===== src/rtl/rom_pkg.sv =====
// Shared definitions for the mask-ROM fetch controller.
// Latency: none (package only).
// Backpressure: not applicable.
// Contents: ROM geometry constants and the fetch FSM state encoding.
package rom_pkg;

  localparam int ROM_ADDR_W = 15;
  localparam int ROM_DATA_W = 8;
  localparam int ROM_SIZE   = 32768;

  typedef enum logic [1:0] {
    IDLE  = 2'd0,
    FETCH = 2'd1,
    DRAIN = 2'd2,
    DONE  = 2'd3
  } fetch_state_e;

endpackage


===== src/rtl/rom_fetch_fifo.sv =====
// Synchronous first-word-fall-through FIFO buffering ROM bytes for the output stream.
// Latency: a pushed word is visible at pop_data in the cycle after the push edge.
// Backpressure: push while full is accepted only together with a pop; pop while empty and
//   pushing passes the word straight through, so occupancy is unchanged in both cases.
// Ports:
//   clk, rst_n          clock, synchronous active-low reset (clears pointers and count)
//   push, push_data     write request and data
//   pop, pop_data       read request and head-of-queue data
//   full, empty, count  occupancy status
module rom_fetch_fifo #(
  parameter int DEPTH = 4,
  parameter int WIDTH = 8
) (
  input  logic                     clk,
  input  logic                     rst_n,
  input  logic                     push,
  input  logic [WIDTH-1:0]         push_data,
  input  logic                     pop,
  output logic [WIDTH-1:0]         pop_data,
  output logic                     full,
  output logic                     empty,
  output logic [$clog2(DEPTH):0]   count
);

  localparam int PTR_W = $clog2(DEPTH);
  localparam logic [PTR_W:0] FULL_CNT = DEPTH[PTR_W:0];

  logic [WIDTH-1:0] mem [DEPTH];
  logic [PTR_W-1:0] wr_ptr;
  logic [PTR_W-1:0] rd_ptr;
  logic             bypass;
  logic             do_push;
  logic             do_pop;

  assign empty  = (count == '0);
  assign full   = (count == FULL_CNT);
  // Empty + push + pop: the incoming word is consumed in the same cycle.
  assign bypass   = empty && push && pop;
  assign do_push  = push && (!full || pop) && !bypass;
  assign do_pop   = pop && !empty;
  assign pop_data = empty ? push_data : mem[rd_ptr];

  always_ff @(posedge clk) begin
    if (!rst_n) begin
      wr_ptr <= '0;
      rd_ptr <= '0;
      count  <= '0;
    end else begin
      if (do_push) wr_ptr <= wr_ptr + PTR_W'(1);
      if (do_pop)  rd_ptr <= rd_ptr + PTR_W'(1);
      count <= count + {{PTR_W{1'b0}}, do_push} - {{PTR_W{1'b0}}, do_pop};
    end
  end

  always_ff @(posedge clk) begin
    if (do_push) mem[wr_ptr] <= push_data;
  end

endmodule


===== src/rtl/rom_fetch_ctrl.sv =====
// ROM fetch initiator: reads `length` bytes from `base_addr` of the 32Kx8 mask ROM and streams them out.
// Latency: first rom_oen low 1 cycle after start is accepted; first m_valid READ_LAT+2 cycles after start.
// Backpressure: reads are issued only while FIFO free slots exceed reads in flight; m_data/m_valid hold until m_ready.
// Ports:
//   clk, rst_n                 clock, synchronous active-low reset (aborts any transfer, no done pulse)
//   start, base_addr, length   request pulse and its parameters (sampled on acceptance, ignored while busy)
//   busy, done                 busy from acceptance through the done cycle; done is a 1-cycle pulse
//   rom_addr, rom_oen, rom_data  registered ROM address / active-low read enable, ROM read data
//   m_data, m_valid, m_ready   valid/ready output byte stream
//   csum                       16-bit sum of streamed bytes, present only when ROM_FETCH_CSUM_EN is defined
module rom_fetch_ctrl
  import rom_pkg::*;
#(
  parameter int ADDR_W     = ROM_ADDR_W,
  parameter int DATA_W     = ROM_DATA_W,
  parameter int FIFO_DEPTH = 4,
  parameter int READ_LAT   = 1
) (
  input  logic              clk,
  input  logic              rst_n,
  input  logic              start,
  input  logic [ADDR_W-1:0] base_addr,
  input  logic [15:0]       length,
  output logic              busy,
  output logic              done,
  output logic [ADDR_W-1:0] rom_addr,
  output logic              rom_oen,
  input  logic [DATA_W-1:0] rom_data,
  output logic [DATA_W-1:0] m_data,
  output logic              m_valid,
  input  logic              m_ready
`ifdef ROM_FETCH_CSUM_EN
  ,
  output logic [15:0]       csum
`endif
);

  localparam int CNT_W = $clog2(FIFO_DEPTH) + 1;
  localparam logic [CNT_W:0] DEPTH_C = FIFO_DEPTH[CNT_W:0];

  fetch_state_e      state;
  fetch_state_e      state_nxt;
  logic [ADDR_W-1:0] addr_cnt;
  logic [15:0]       remaining;
  logic [CNT_W-1:0]  inflight;
  logic [READ_LAT-1:0] tag;
  logic [CNT_W-1:0]  fifo_count;
  logic              fifo_empty;
  logic              fifo_full_unused;
  logic [DATA_W-1:0] fifo_head;
  logic              accept;
  logic              issue;
  logic              push;
  logic              pop;
  logic [ADDR_W-1:0] issue_addr;
  logic [15:0]       issue_len;
  logic [CNT_W:0]    credit;

  assign accept  = (state == IDLE) && start;
  assign busy    = (state != IDLE);
  assign done    = (state == DONE);
  assign push    = tag[READ_LAT-1];
  assign m_valid = !fifo_empty;
  assign m_data  = m_valid ? fifo_head : '0;
  assign pop     = m_valid && m_ready;
  // A slot freed by this cycle's pop counts, which keeps the stream bubble-free at full rate.
  assign credit  = DEPTH_C - {1'b0, fifo_count} + {{CNT_W{1'b0}}, pop};

  always_comb begin
    state_nxt  = state;
    issue      = 1'b0;
    issue_addr = addr_cnt;
    issue_len  = remaining;
    case (state)
      IDLE: begin
        if (accept) begin
          if (length == 16'd0) begin
            state_nxt = DONE;
          end else begin
            // FIFO is empty and nothing is in flight in IDLE, so the first read always has credit.
            issue      = 1'b1;
            issue_addr = base_addr;
            issue_len  = length;
            state_nxt  = (length == 16'd1) ? DRAIN : FETCH;
          end
        end
      end
      FETCH: begin
        if (credit > {1'b0, inflight}) begin
          issue = 1'b1;
          if (remaining == 16'd1) state_nxt = DRAIN;
        end
      end
      DRAIN: begin
        // Finish on the edge that handshakes the final beat.
        if (inflight == '0 &&
            (fifo_count == '0 || (fifo_count == CNT_W'(1) && pop)))
          state_nxt = DONE;
      end
      DONE: state_nxt = IDLE;
      default: state_nxt = IDLE;
    endcase
  end

  always_ff @(posedge clk) begin
    if (!rst_n) begin
      state     <= IDLE;
      addr_cnt  <= '0;
      remaining <= '0;
      inflight  <= '0;
      tag       <= '0;
      rom_addr  <= '0;
      rom_oen   <= 1'b1;
    end else begin
      state   <= state_nxt;
      rom_oen <= !issue;
      // Capture tag follows the issue cycle, so bus contents outside expected read slots are never pushed.
      tag[0]  <= !rom_oen;
      for (int i = 1; i < READ_LAT; i++) tag[i] <= tag[i-1];
      inflight <= inflight + {{(CNT_W-1){1'b0}}, issue} - {{(CNT_W-1){1'b0}}, push};
      if (issue) begin
        rom_addr  <= issue_addr;
        addr_cnt  <= issue_addr + ADDR_W'(1);
        remaining <= issue_len - 16'd1;
      end
    end
  end

`ifdef ROM_FETCH_CSUM_EN
  always_ff @(posedge clk) begin
    if (!rst_n)      csum <= '0;
    else if (accept) csum <= '0;
    else if (pop)    csum <= csum + 16'(fifo_head);
  end
`endif

  rom_fetch_fifo #(
    .DEPTH (FIFO_DEPTH),
    .WIDTH (DATA_W)
  ) u_fifo (
    .clk       (clk),
    .rst_n     (rst_n),
    .push      (push),
    .push_data (rom_data),
    .pop       (pop),
    .pop_data  (fifo_head),
    .full      (fifo_full_unused),
    .empty     (fifo_empty),
    .count     (fifo_count)
  );

endmodule


===== config.mk =====
export PLATFORM = sky130hd
export DESIGN_NAME = rom_fetch_ctrl
export DESIGN_NICKNAME = d
export VERILOG_FILES = /design/src/rtl/rom_pkg.sv /design/src/rtl/rom_fetch_fifo.sv /design/src/rtl/rom_fetch_ctrl.sv
export SDC_FILE = /design/constraint.sdc
export NUM_CORES = 1
export LEC_CHECK = 0
export ABC_AREA = 1
export ABC_CLOCK_PERIOD_IN_PS = 4770
export BUFFER_PORTS_ARGS = -buffer_cell sky130_fd_sc_hd__buf_2
export CORE_MARGIN = 3
export CORE_UTILIZATION = 39
export CTS_BUF_LIST = sky130_fd_sc_hd__clkbuf_4 sky130_fd_sc_hd__clkbuf_8
export CTS_CLUSTER_DIAMETER = 100
export DETAILED_ROUTE_END_ITERATION = 6
export PLACE_DENSITY = 0.6
export SYNTH_ARGS = -nofsm -noshare
export SYNTH_HDL_FRONTEND = slang
export SYNTH_HIERARCHICAL = 1
export SYNTH_SLANG_ARGS = --single-unit

===== constraint.sdc =====
create_clock -name clk -period 4.77 [get_ports clk]
set_input_delay 0.2385 -clock clk [delete_from_list [all_inputs] [get_ports clk]]
set_output_delay 0.2385 -clock clk [all_outputs]
set_load 0.005 [all_outputs]

==> results.py <==
metrics = {
    "outcome": {
        "outcome": "completed",
    },
    "place": {
        "place_hpwl_um": 9480,
        "io_buffers": 69,
        "place.gp.congestion": 0.836,
    },
    "setup_path": {
        "worstSetupPathType": "register to register",
        "cpMaxStageDelayCell": "dfxtp_1",
        "critPathArrivalTime_ns": 4.19,
        "critPathMostFrequentCell": "inv_1",
        "critical_path.max_stage_delay_ns": 0.47,
        "cp_max_fo": 10,
        "worst_setup_path_end_kind": "register",
        "cp-start-kind": "register",
        "path_cells": "inv_1, nand2_4, clkinv_1, nor2_1, inv_1, ha_1, inv_1, ha_1, ha_1, a21oi_1, o211ai_1, nand3_1, nand2_2, inv_1, ha_1, inv_1, ha_1, inv_1, fa_1, xor2_1, o21ai_0, a21oi_1",
        "worstPathRequired_ns": 5.09,
    },
    "finish": {
        "multi_input_area_sq_um": 2950,
        "nFillCells": 1463,
        "drive_gt1_share_pct": 16.1,
        "finish.utilization_pct": 44.9,
        "final_nets": 922,
        "final-seq-area_sq_um": 2200,
        "diodes": 0,
        "areaGrowthSynthToFinish_pct": 10.7,
    },
    "sta": {
        "min_period_over_period_pct": 81.1,
        "finClkSkew_ns": 0.0120,
        "grt_setup_unrepaired": "no",
        "tns_ns": 0,
        "min_period_ns": 3.87,
        "drv_slew": 0,
        "max_slew.worst_pin.slew_ns": 0.796,
        "relSlewSlack_pct": 46.7,
        "setup_viol_count_final": 0,
        "timing.fmax_ghz": 0.258,
        "hold_violations": 0,
    },
    "routing": {
        "wire_per_inst_um": 13.0,
        "dr.pass1.iters": 5,
        "route.vias.total": 5061,
        "routed_wl_um": 13600,
        "drc": 0,
        "final_antenna_net_count": 0,
        "drt_iter0_markers": 282,
        "viasPerCell": 4.86,
    },
    "clocking": {
        "htree_levels": 3,
        "cts_made_buffers": 9,
        "cts_root_buf": "clkbuf_8",
        "clk_pin_slew_worst_paths_ns": 0.10,
        "cts_tree": "done",
        "post_cts_buffers": 0,
        "clock_latency_ns": 0.38,
        "clock_sinks": 94,
        "cts_resized": 0,
        "cts-hold-fix-buffers": 0,
        "cts_buffer_depth": 2,
    },
    "power_and_ir_drop": {
        "powerDensity_nw_per_um2": 651,
        "swShare_pct": 49.6,
        "clkPwrFrac_pct": 12.7,
        "combPwrFrac_pct": 57.6,
        "peakVddDrop_uv": 390,
        "p_sw_mw": 2.05,
        "seqPwrFrac_pct": 29.8,
        "p_leak_nw": 3.06,
        "intPower_mw": 2.09,
    },
    "run": {
        "cap_violations": 0,
    },
    "floorplan": {
        "fp.coreArea_sq_um": 14100,
        "start_util_pct": 40.6,
        "die_h_um": 127,
        "pin_count": 70,
        "rows": 43,
        "die-area_sq_um": 16200,
        "die-width_um": 127,
    },
    "grt": {
        "grtUsageTotal_pct": 17.1,
        "grt_max_degree": 58,
        "grt-ovfl-total": 0,
        "grt_pass1_vias": 4581,
        "grt_antenna_before_repair": 0,
        "grt_pass1_wl_um": 22600,
    },
    "hold_path": {
        "hold_path_class": "primary input to register",
    },
    "yosys": {
        "synth_nets": 867,
        "netlist_area_sq_um": 5750,
        "synth_cells": 802,
        "ys_warn_count": 6,
        "synth_area_per_cell_sq_um": 7.16,
    },
}
state kept, by name (all words and copies together), names as in the netlist, named ones only:
name,flops
rom_oen,1
u_fifo/rd_ptr,2
rom_addr,15
state,2
remaining,16
u_fifo/count,3
push,1
u_fifo/mem,32
u_fifo/wr_ptr,2
addr_cnt,15
inflight,3
stage by stage:
step / hold slack (ns) / worst slack [ns] / instances / total power [mW] / instance area [sq um]
final: 0.0852 / 0.901 / 1042 / 4.14 / 6360
after global routing: 0.0723 / 0.495 / 1042 / 4.59 / 6360
after CTS: 0.0640 / 0.871 / 1042 / 4.18 / 6360
after detailed placement: 0.452 / 0.896 / 1026 / 3.64 / 6170
after global placement: 0.454 / 1.00 / 1026 / 3.62 / 6170
after floorplan: 0.332 / 0.664 / 802 / 3.06 / 5750
worst paths after layout:
| path | start | end | slack [ns] | cells after the start |
|---|---|---|---|---|
| setup / recovery | u_fifo/count[2]$_SDFF_PN0_ | inflight[2]$_SDFF_PN0_ | 0.90 | 22 |
| hold / removal | rom_data[0] | u_fifo/mem[3][0]$_DFFE_PP_ | 0.09 | 1 |
| setup reg to reg | u_fifo/count[2]$_SDFF_PN0_ | inflight[2]$_SDFF_PN0_ | 0.90 | 22 |
| hold reg to reg | rom_addr[2]$_SDFFE_PN0P_ | rom_addr[2]$_SDFFE_PN0P_ | 0.47 | 2 |
placed cells by master (no fill, tap or decap), drive strengths merged, types with 4 or more instances in the layout:
| cell | n |
|---|---|
| a211oi | 6 |
| a21oi | 27 |
| buf | 73 |
| clkbuf | 9 |
| clkinv | 5 |
| dfxtp | 62 |
| edfxtp | 32 |
| ha | 20 |
| inv | 113 |
| nand2 | 221 |
| nand3 | 58 |
| nand3b | 20 |
| nand4 | 8 |
| nor2 | 118 |
| nor3 | 8 |
| nor4 | 4 |
| o211ai | 4 |
| o21ai | 49 |
| o22ai | 8 |
| xor2 | 4 |
routing by layer:
metal | global-route usage, % | up-vias | routed length [um]
met2 | 26.0 | 109 | 5960
met1 | 24.3 | 2251 | 6770
met4 | 5.49 | 0 | 199
met5 | 0 | - | 0
met3 | 3.68 | 15 | 623
li1 | - | 2686 | -
worst max-delay path: cells and delay by family, from the launching register on:
family,cells,cell delay (ns)
adder cells (fa/ha/maj),6,1.47
AO/OA/AOI/OAI,4,0.50
buffers and inverters,7,0.53
flip-flops,1,0.47
XOR/XNOR,1,0.17
AND/OR/NAND/NOR,4,0.65
cell type report:
| class | count | area share (%) |
|---|---|---|
| timing repair buffer | 73 | 5.90 |
| tap | 180 | 3.54 |
| multi-input combinational | 567 | 46.4 |
| clock inverter | 7 | 1.00 |
| clock buffer | 9 | 1.95 |
| sequential | 94 | 34.6 |
| inverter | 112 | 6.61 |
power by group through the flow:
stage	sequential, mW	combinational, mW	clock [mW]
2_1_floorplan	1.22	1.84	0
3_3_place_gp	1.25	2.37	0
3_5_place_dp	1.25	2.39	0
4_1_cts	1.23	2.40	0.544
5_1_grt	1.27	2.75	0.570
6_report	1.23	2.38	0.525
(Power assumes the default switching activity.)
